`config.mk`:
```
export PLATFORM = sky130hd
export DESIGN_NAME = dmem_arbiter
export DESIGN_NICKNAME = d
export VERILOG_FILES = /design/src/rtl/dmem_pkg.sv /design/src/rtl/dmem_arbiter_rr_arbiter2.sv /design/src/rtl/dmem_arbiter.sv
export SDC_FILE = /design/constraint.sdc
export NUM_CORES = 1
export LEC_CHECK = 0
export CAP_MARGIN = 20
export CORE_AREA = 5 5 104 106
export DETAILED_ROUTE_END_ITERATION = 7
export DIE_AREA = 0 0 109 111
export GPL_TIMING_DRIVEN = 0
export REMOVE_ABC_BUFFERS = 1
export SYNTH_ARGS = -nofsm -noshare
export SYNTH_HDL_FRONTEND = slang
export SYNTH_HIERARCHICAL = 1
export SYNTH_SLANG_ARGS = --single-unit
```
`constraint.sdc`:
```
create_clock -name clk -period 5.5 [get_ports clk]
set_input_delay 0.55 -clock clk [delete_from_list [all_inputs] [get_ports clk]]
set_output_delay 0.55 -clock clk [all_outputs]
set_load 0.03 [all_outputs]
```
`src/rtl/dmem_pkg.sv`:
```
// dmem_pkg: shared types, constants and helpers for the data-memory path.
// Used by dmem_arbiter and by the mem stage that it drives.
//   sec_t            access size encoding (byte / half / word)
//   MEM_READ/WRITE   memRW encoding seen by the memory
//   is_misaligned    size/address alignment check
//   access_error     full legality check (size, alignment, range)
package dmem_pkg;

  typedef enum logic [1:0] {
    SEC_BYTE = 2'b00,
    SEC_HALF = 2'b01,
    SEC_WORD = 2'b10
  } sec_t;

  // The one encoding of the 2-bit size field that sec_t leaves out.
  localparam logic [1:0] SEC_ILLEGAL = 2'b11;

  localparam logic MEM_READ  = 1'b1;
  localparam logic MEM_WRITE = 1'b0;

  // Half accesses need addr[0]=0, word accesses need addr[1:0]=0.
  function automatic logic is_misaligned(input logic [1:0] sec, input logic [31:0] addr);
    logic mis;
    mis = 1'b0;
    case (sec)
      SEC_HALF: mis = addr[0];
      SEC_WORD: mis = (addr[1:0] != 2'b00);
      default:  mis = 1'b0;
    endcase
    return mis;
  endfunction

  // Any address bit at or above addr_w means the byte is outside the memory.
  function automatic logic is_out_of_range(input logic [31:0] addr, input int unsigned addr_w);
    return ((addr >> addr_w) != 32'd0);
  endfunction

  function automatic logic access_error(input logic [1:0] sec, input logic [31:0] addr,
                                        input int unsigned addr_w);
    return (sec == SEC_ILLEGAL) || is_misaligned(sec, addr) || is_out_of_range(addr, addr_w);
  endfunction

endpackage

```
`src/rtl/dmem_arbiter_rr_arbiter2.sv`:
```
// rr_arbiter2: two-input round-robin arbiter with a burst lock for port 1.
//   clk, rst  clock and asynchronous active-high reset
//   req       per-port request
//   lock      port 1 asks to keep ownership once it holds it
//   gnt       one-hot grant, combinational, zero while rst is high
//   last_gnt  index of the most recently granted port (reset 1)
module rr_arbiter2 (
  input  logic       clk,
  input  logic       rst,
  input  logic [1:0] req,
  input  logic       lock,
  output logic [1:0] gnt,
  output logic       last_gnt
);

  logic last_gnt_reg;
  logic last_gnt_next;
  logic lock_active;

  // Lock only binds once port 1 actually owns the memory; if port 0 was
  // last, a tie still goes to port 1 and the lock engages from then on.
  assign lock_active = lock & last_gnt_reg;

  always_comb begin
    gnt = 2'b00;
    if (rst) begin
      gnt = 2'b00;
    end else if (lock_active) begin
      gnt = {req[1], 1'b0};
    end else if (req == 2'b11) begin
      gnt = last_gnt_reg ? 2'b01 : 2'b10;
    end else begin
      gnt = req;
    end
  end

  // Grants are only issued to requesting ports, so any grant is a transfer.
  always_comb begin
    last_gnt_next = last_gnt_reg;
    if (gnt[1]) begin
      last_gnt_next = 1'b1;
    end else if (gnt[0]) begin
      last_gnt_next = 1'b0;
    end
  end

  always_ff @(posedge clk or posedge rst) begin
    if (rst) begin
      last_gnt_reg <= 1'b1;
    end else begin
      last_gnt_reg <= last_gnt_next;
    end
  end

  assign last_gnt = last_gnt_reg;

endmodule

```
`src/rtl/dmem_arbiter.sv`:
```
// dmem_arbiter: shares the single-port data memory between the core LSU
// (port 0) and the debug/loader (port 1).
//   clk, rst               clock, asynchronous active-high reset
//   req_i, we_i            per-port request (held until granted) and store flag
//   sec0_i/sec1_i          access size per port (00 byte, 01 half, 10 word)
//   addr0_i/addr1_i        byte address per port
//   wdata0_i/wdata1_i      store data per port
//   dbg_lock_i             debug burst lock
//   gnt_o                  one-hot combinational grant
//   rvalid_o, rdata_o, err_o  response, one cycle after a read or error access
//   mem_rw_o, mem_sec_o, mem_addr_o, mem_wdata_o  drive to the memory
//   mem_rdata_i            memory read data, one cycle after the address
module dmem_arbiter
  import dmem_pkg::*;
#(
  parameter int ADDR_W = 11,
  parameter int DATA_W = 32
) (
  input  logic              clk,
  input  logic              rst,
  input  logic [1:0]        req_i,
  input  logic [1:0]        we_i,
  input  logic [1:0]        sec0_i,
  input  logic [1:0]        sec1_i,
  input  logic [31:0]       addr0_i,
  input  logic [31:0]       addr1_i,
  input  logic [DATA_W-1:0] wdata0_i,
  input  logic [DATA_W-1:0] wdata1_i,
  input  logic              dbg_lock_i,
  output logic [1:0]        gnt_o,
  output logic [1:0]        rvalid_o,
  output logic [DATA_W-1:0] rdata_o,
  output logic              err_o,
  output logic              mem_rw_o,
  output logic [1:0]        mem_sec_o,
  output logic [31:0]       mem_addr_o,
  output logic [DATA_W-1:0] mem_wdata_o,
  input  logic [DATA_W-1:0] mem_rdata_i
);

  logic [1:0]        sec_arr   [2];
  logic [31:0]       addr_arr  [2];
  logic [DATA_W-1:0] wdata_arr [2];
  logic [1:0]        port_err;

  logic [1:0] gnt;
  logic       last_gnt;
  logic       sel;
  logic       xfer;
  logic       acc_err;
  logic       legal;

  logic resp_valid_reg, resp_valid_next;
  logic resp_owner_reg, resp_owner_next;
  logic resp_err_reg,   resp_err_next;

  assign sec_arr[0]   = sec0_i;
  assign sec_arr[1]   = sec1_i;
  assign addr_arr[0]  = addr0_i;
  assign addr_arr[1]  = addr1_i;
  assign wdata_arr[0] = wdata0_i;
  assign wdata_arr[1] = wdata1_i;

  genvar gi;
  generate
    for (gi = 0; gi < 2; gi++) begin : g_port_check
      assign port_err[gi] = access_error(sec_arr[gi], addr_arr[gi], ADDR_W);
    end
  endgenerate

  rr_arbiter2 u_arb (
    .clk      (clk),
    .rst      (rst),
    .req      (req_i),
    .lock     (dbg_lock_i),
    .gnt      (gnt),
    .last_gnt (last_gnt)
  );

  assign gnt_o   = gnt;
  assign sel     = gnt[1];
  assign xfer    = |gnt;
  assign acc_err = port_err[sel];
  assign legal   = xfer & ~acc_err;

  // Idle and error cycles park the memory on a harmless word read at 0 so
  // a rejected store can never reach it.
  always_comb begin
    mem_rw_o    = MEM_READ;
    mem_sec_o   = SEC_WORD;
    mem_addr_o  = 32'd0;
    mem_wdata_o = '0;
    if (legal) begin
      mem_rw_o    = we_i[sel] ? MEM_WRITE : MEM_READ;
      mem_sec_o   = sec_arr[sel];
      mem_addr_o  = addr_arr[sel];
      mem_wdata_o = wdata_arr[sel];
    end
  end

  // Legal stores are fire-and-forget; reads and every error get a response.
  always_comb begin
    resp_valid_next = xfer & (acc_err | ~we_i[sel]);
    resp_owner_next = sel;
    resp_err_next   = acc_err;
  end

  always_ff @(posedge clk or posedge rst) begin
    if (rst) begin
      resp_valid_reg <= 1'b0;
      resp_owner_reg <= 1'b0;
      resp_err_reg   <= 1'b0;
    end else begin
      resp_valid_reg <= resp_valid_next;
      resp_owner_reg <= resp_owner_next;
      resp_err_reg   <= resp_err_next;
    end
  end

  assign rvalid_o = {resp_valid_reg & resp_owner_reg, resp_valid_reg & ~resp_owner_reg};
  assign err_o    = resp_valid_reg & resp_err_reg;
  // The memory answers the cycle after the address, which lines up with the
  // response register; error responses force zero data.
  assign rdata_o  = (resp_valid_reg & ~resp_err_reg) ? mem_rdata_i : '0;

endmodule

```
==> metrics.csv, run 1 <==
stage;metric;value;unit
worst_setup_path;Crit. End Element;output pin;
timing;Least-Margin Pin Slew;727;ps
grt;Tot GR Track Use;0.129;
timing;clock skew;0.699;ps
place;GPL Wtd Cong;0.739;
timing;TNS Setup;0;ps
finish;Area Overhead vs Synth;177;%
outcome;status;completed;
power;worst IR drop on VDD;0.0592;mV
yosys;EDFF count, synth;0;
worst_setup_path;max incr delay on CP;610;ps
detailed_routing;drt initial violations;68;
detailed_routing;Via density;3.94;
worst_setup_path;WP buf/inv;3;
detailed_routing;Pre-antenna DRT Iters;4;
cts;clk slew on worst S/H paths;30;ps
cts;cts repair resizes;0;
detailed_routing;antenna viol nets, final;0;
grt;global route total overflow;0;
detailed_routing;DRC Markers;0;
worst_setup_path;required time of the critical path;4950;ps
worst_setup_path;Slowest-stage cell, CP;clkdlybuf4s50_1;
die;row count;36;
worst_setup_path;Worst setup SP type;input port;
die;full die area;0.0121;mm2
die;Ports;275;
timing;RSZ-0062 raised after global routing;no;
detailed_routing;via count;2339;
worst_hold_path;HP Class;reg -> reg;
cts;Clock Sinks;4;
worst_setup_path;CP arrival;3800;ps
cts;CTS Buf Count;3;
grt;vias in the first global route;2541;
worst_setup_path;crit-path most repeated cell;clkdlybuf4s50_1;
die;Chip Width;109;um
worst_setup_path;critical path, cell by cell;clkdlybuf4s50_1 -> nand2b_1 -> a31oi_4 -> nor4b_2 -> nand4_1 -> nor3_1 -> o22ai_4 -> buf_16 -> a211o_1 -> clkdlybuf4s50_1;
die;Core Region;0.00968;mm2
die;die height;111;um
finish;nets;639;
timing;Pins Over Slew Limit;0;
yosys;mapped cell area;0.00153;mm2
cts;Post-CTS Setup Inserts;0;
yosys;Cell variety after synth;30;
worst_setup_path;Worst Path Max Fanout;25;
grt;initial antenna violation count;0;
yosys;Synthesis Warnings;6;
grt;pin count of the biggest net entering global routing;26;
power;Lkg Pwr;1.60;nW
cts;H-tree levels;1;
cts;Longest Clk Path Bufs;2;
timing;worst rel slew slack;0.516;
detailed_routing;final wirelength;8600;um
timing;Max Freq;230;MHz
timing;Hold Vio Cnt, Final;0;
yosys;syn avg cell area;7.14;um2
worst_setup_path;WS Path Type;in -> out;
finish;layout cells sized above 1;0.0282;
grt;first-pass GRT wire length;12700;um
yosys;Synth Instances;214;
place;hpwl dp;7810;um
timing;Setup violations, final;0;
cts;Hold Buf Count CTS;0;
yosys;list of most frequent post-synthesis cells;47 x mux2i_1, 46 x nor2_1, 34 x and2_1, 22 x buf_4, 9 x nor4_1;
power;Pwr Density;73.3;mW/mm2
detailed_routing;DR WL/cell;14.5;um
die;Initial Util;0.158;
cts;root buffer cell;clkbuf_8;
place;Placement Setup Slack;1120;ps
cts;CTS tree;done;
timing;Final period util;0.792;
cts;Skew-Pair Late Insertion Delay;220;ps
yosys;most common cell in the netlist;mux2i_1;
worst_setup_path;cell family with most CP delay;buffers and inverters;
timing;Tmin final;4350;ps
run;max-cap viol count;0;
yosys;Async S/R FF share, synth;1.00;
timing;Worst Slack Setup Final;1150;ps
yosys;#FFs+latches synth;4;
finish;Diodes inserted;0;
yosys;dominant cells by area after synthesis;mux2i_1 31%, and2_1 14%, nor2_1 11%;
yosys;area leader, netlist;mux2i_1;
yosys;sequential-to-total area share from yosys stat;0.0663;
place;IO Port Bufs;253;
yosys;Synth Flop Type;dfrtp_1;
yosys;top cell type's share of synthesized area;0.308;
[path summary, 6_finish.rpt]
check,startpoint,to,slack (ps),cells past startpoint
worst min register to register,u_arb/last_gnt,u_arb/last_gnt,520,1
max in group asynchronous,rst,u_arb/last_gnt,4730,2
worst max register to register,u_arb/last_gnt,resp_valid_reg,3360,7
worst max-delay path,rst,mem_sec_o[1],1150,10
worst min-delay path,u_arb/last_gnt,u_arb/last_gnt,520,1
min in group asynchronous,rst,resp_err_reg,590,2
[cell families (layout without fill, tap and decap cells)]
family,after synthesis,after routing,share of synthesized area
compound gates,8,8,0.0369
fa+ha+maj,6,6,0.0491
buf+inv,42,269,0.179
flops,4,4,0.0663
mux,47,47,0.308
other cells,1,21,0.00245
simple gates,106,106,0.359
[per-layer routing]
layer | routed length, um | global-route usage
met4 | 181 | 0.0354
met1 | 2900 | 0.128
met3 | 1090 | 0.0495
met5 | 0 | 0
met2 | 4430 | 0.245
[cell type report]
cell class / count / area (um2)
Sequential cell: 4 / 101
Fill cell: 979 / 5450
Inverter: 7 / 26.3
Tap cell: 133 / 166
Multi-Input combinational cell: 188 / 1250
Timing Repair Buffer: 258 / 2640
Clock buffer: 4 / 45.0
[metrics by stage]
| step | std cells | area [um2] | hold slack [ps] | total power, mW | utilization |
|---|---|---|---|---|---|
| 6_report | 594 | 4230 | 521 | 0.310 | 0.437 |
| 4_1_cts | 594 | 4230 | 521 | 0.314 | 0.437 |
| 5_1_grt | 594 | 4230 | 535 | 0.329 | 0.437 |
| 2_1_floorplan | 199 | 1360 | 304 | 0.109 | - |
| 3_5_place_dp | 590 | 4190 | 515 | 0.244 | 0.432 |
| 3_3_place_gp | 585 | 4060 | 485 | 0.243 | 0.419 |
[layout by cell type, fill, tap and decap left out, types with 3 or more instances in the layout]
cell | Yosys | layout
buf_16 | 0 | 3
inv_1 | 7 | 7
conb_1 | 1 | 21
mux2i_1 | 47 | 47
nor3_1 | 3 | 3
and2_1 | 34 | 34
nor4_1 | 9 | 9
dfrtp_1 | 3 | 3
clkbuf_8 | 0 | 3
clkdlybuf4s50_1 | 0 | 253
nor2_1 | 46 | 46
nand2_1 | 4 | 4
ha_1 | 6 | 6
[power breakdown]
group          switching, mW  leakage (nW)  internal, mW
Combinational         0.0698          1.53         0.139
Clock                 0.0170        0.0228        0.0497
Sequential           0.00226        0.0449        0.0325
Note: power is estimated with default switching activity, not from simulation.
==> run 2: changes to the inputs <==
--- a/config.mk
+++ b/config.mk
@@ -10,6 +10,7 @@
 export DETAILED_ROUTE_END_ITERATION = 7
 export DIE_AREA = 0 0 109 111
 export GPL_TIMING_DRIVEN = 0
+export PLACE_DENSITY = 0.67
 export REMOVE_ABC_BUFFERS = 1
 export SYNTH_ARGS = -nofsm -noshare
 export SYNTH_HDL_FRONTEND = slang
==> constraint.sdc (replaced) <==
create_clock -name clk -period 3.9 [get_ports clk]
set_input_delay 0.39 -clock clk [delete_from_list [all_inputs] [get_ports clk]]
set_output_delay 0.39 -clock clk [all_outputs]
set_load 0.03 [all_outputs]
==> metrics.csv, run 2 (same netlist as run 1, synthesis figures left out) <==
stage;metric;value;unit
place;IO Port Bufs;253;
worst_setup_path;required time of the critical path;3510;ps
grt;initial antenna violation count;0;
worst_setup_path;Worst setup SP type;input port;
cts;CTS tree;done;
die;row count;36;
power;Switching Fraction;0.287;
die;Chip Width;109;um
timing;Worst Slack Setup Final;232;ps
cts;Clock Sinks;4;
cts;Skew-Pair Late Insertion Delay;210;ps
cts;CTS Buf Count;3;
worst_hold_path;HP Class;in -> async;
power;worst IR drop on VDD;0.0660;mV
detailed_routing;final wirelength;8830;um
detailed_routing;DRC Markers;0;
detailed_routing;via count;2354;
timing;Pins Over Slew Limit;0;
worst_setup_path;crit-path most repeated cell;buf_12;
power;Pwr Density;101;mW/mm2
timing;Max Freq;273;MHz
power;total power;0.433;mW
die;die height;111;um
place;hpwl dp;7930;um
finish;Diodes inserted;0;
run;max-cap viol count;0;
cts;H-tree levels;1;
finish;most frequent cells in the layout;220 x clkdlybuf4s50_1, 47 x mux2i_1, 46 x nor2_1, 34 x and2_1, 31 x dlymetal6s2s_1;
detailed_routing;DR WL/cell;14.8;um
worst_setup_path;Slowest-stage cell, CP;clkdlybuf4s50_1;
detailed_routing;drt initial violations;53;
power;Clk pwr share;0.209;
power;Logic pwr share;0.678;
finish;nets;640;
cts;clk slew on worst S/H paths;30;ps
finish;Non-Filler Instances;595;
power;NetSw;0.124;mW
cts;Hold Buf Count CTS;0;
worst_setup_path;WP buf/inv;4;
grt;pin count of the biggest net entering global routing;32;
worst_setup_path;Crit. End Element;output pin;
timing;TNS Setup;0;ps
place;GPL Wtd Cong;0.731;
cts;Longest Clk Path Bufs;2;
die;full die area;0.0121;mm2
outcome;status;completed;
worst_setup_path;Worst Path Max Fanout;31;
grt;Tot GR Track Use;0.135;
place;Cells after DPL;589;
detailed_routing;Pre-antenna DRT Iters;4;
detailed_routing;Via density;3.96;
worst_setup_path;max incr delay on CP;520;ps
timing;worst rel slew slack;0.612;
die;Ports;275;
die;Core Region;0.00968;mm2
finish;Area Overhead vs Synth;180;%
die;Initial Util;0.158;
power;P_int;0.309;mW
timing;clock skew;2.00;ps
worst_setup_path;critical path, cell by cell;clkdlybuf4s50_1 -> nand2b_1 -> a31oi_4 -> buf_12 -> nor4_1 -> nand4_1 -> nor3_2 -> o22ai_4 -> buf_12 -> a211o_1 -> dlygate4sd2_1;
place;Placement Setup Slack;-241;ps
timing;Tmin final;3670;ps
timing;Setup violations, final;0;
timing;RSZ-0062 raised after global routing;no;
power;Flop pwr share;0.113;
worst_setup_path;CP arrival;3280;ps
finish;layout cells sized above 1;0.0303;
grt;global route total overflow;0;
grt;vias in the first global route;2566;
worst_setup_path;WS Path Type;in -> out;
worst_setup_path;cell family with most CP delay;buffers and inverters;
cts;root buffer cell;clkbuf_8;
power;Lkg Pwr;2.17;nW
finish;commonest non-fill, non-tap cell in the layout;clkdlybuf4s50_1;
timing;Final period util;0.941;
timing;Hold Vio Cnt, Final;0;
grt;first-pass GRT wire length;13200;um
detailed_routing;antenna viol nets, final;0;
timing;Least-Margin Pin Slew;582;ps
## run 2: cell types whose count changed in the layout (fill, tap and decap cells not counted)
cell	delta
buf_4	+2
dlygate4sd2_1	+2
buf_16	-3
clkdlybuf4s50_1	-33
buf_12	+2
dlymetal6s2s_1	+31
## run 2: worst paths after layout
| check | start | end | slack (ps) | depth (start not counted) |
|---|---|---|---|---|
| worst max-delay path | rst | mem_sec_o[1] | 230 | 11 |
| worst min-delay path | rst | resp_err_reg | 430 | 2 |
| worst max register to register | u_arb/last_gnt | resp_valid_reg | 1800 | 7 |
| worst min register to register | u_arb/last_gnt | u_arb/last_gnt | 510 | 1 |
| max in group asynchronous | rst | u_arb/last_gnt | 3300 | 2 |
| min in group clk | u_arb/last_gnt | u_arb/last_gnt | 510 | 1 |
## run 2: area by class of cell
cell class,count,area (um2)
Fill cell,961,5400
Timing Repair Buffer,259,2690
Multi-Input combinational cell,188,1250
Tap cell,133,166
Sequential cell,4,101
Clock buffer,4,45.0
Inverter,7,26.3
## run 2: timing repair
action / 4_1_cts / 5_1_grt
resized for setup: 2 / 31
setup endpoints to repair: 32 / 31
buffers inserted: 2 / 0
## run 2: worst register-to-register path, delay by kind of cell, from the launching register on
family	cells	cell delay [ps]
buffers and inverters	1	200
AO/OA/AOI/OAI	2	340
flip-flops	1	570
AND/OR/NAND/NOR	4	880
## run 2: layer usage
layer  GRT usage  vias to the layer above  wire length [um]
met5           0                        -                 0
met4      0.0236                        0                95
met3      0.0588                        6              1200
met2       0.260                      159              4640
met1       0.130                     1023              2900
li1            -                     1166                 -
## run 2: power groups by stage
stage / Clock (mW) / Sequential, mW / Combinational, mW
finish: 0.0907 / 0.0489 / 0.294
global placement: 0 / 0.0486 / 0.296
detailed placement: 0 / 0.0495 / 0.292
floorplan: 0 / 0.0483 / 0.105
global route: 0.0974 / 0.0496 / 0.314
CTS: 0.0925 / 0.0490 / 0.296
## run 2: through the flow
stage / area, um2 / util / hold WS (ps)
floorplan: 1360 / - / 144
global placement: 4060 / 0.419 / 487
detailed placement: 4150 / 0.428 / 509
CTS: 4200 / 0.434 / 429
global route: 4280 / 0.442 / 473
finish: 4280 / 0.442 / 429
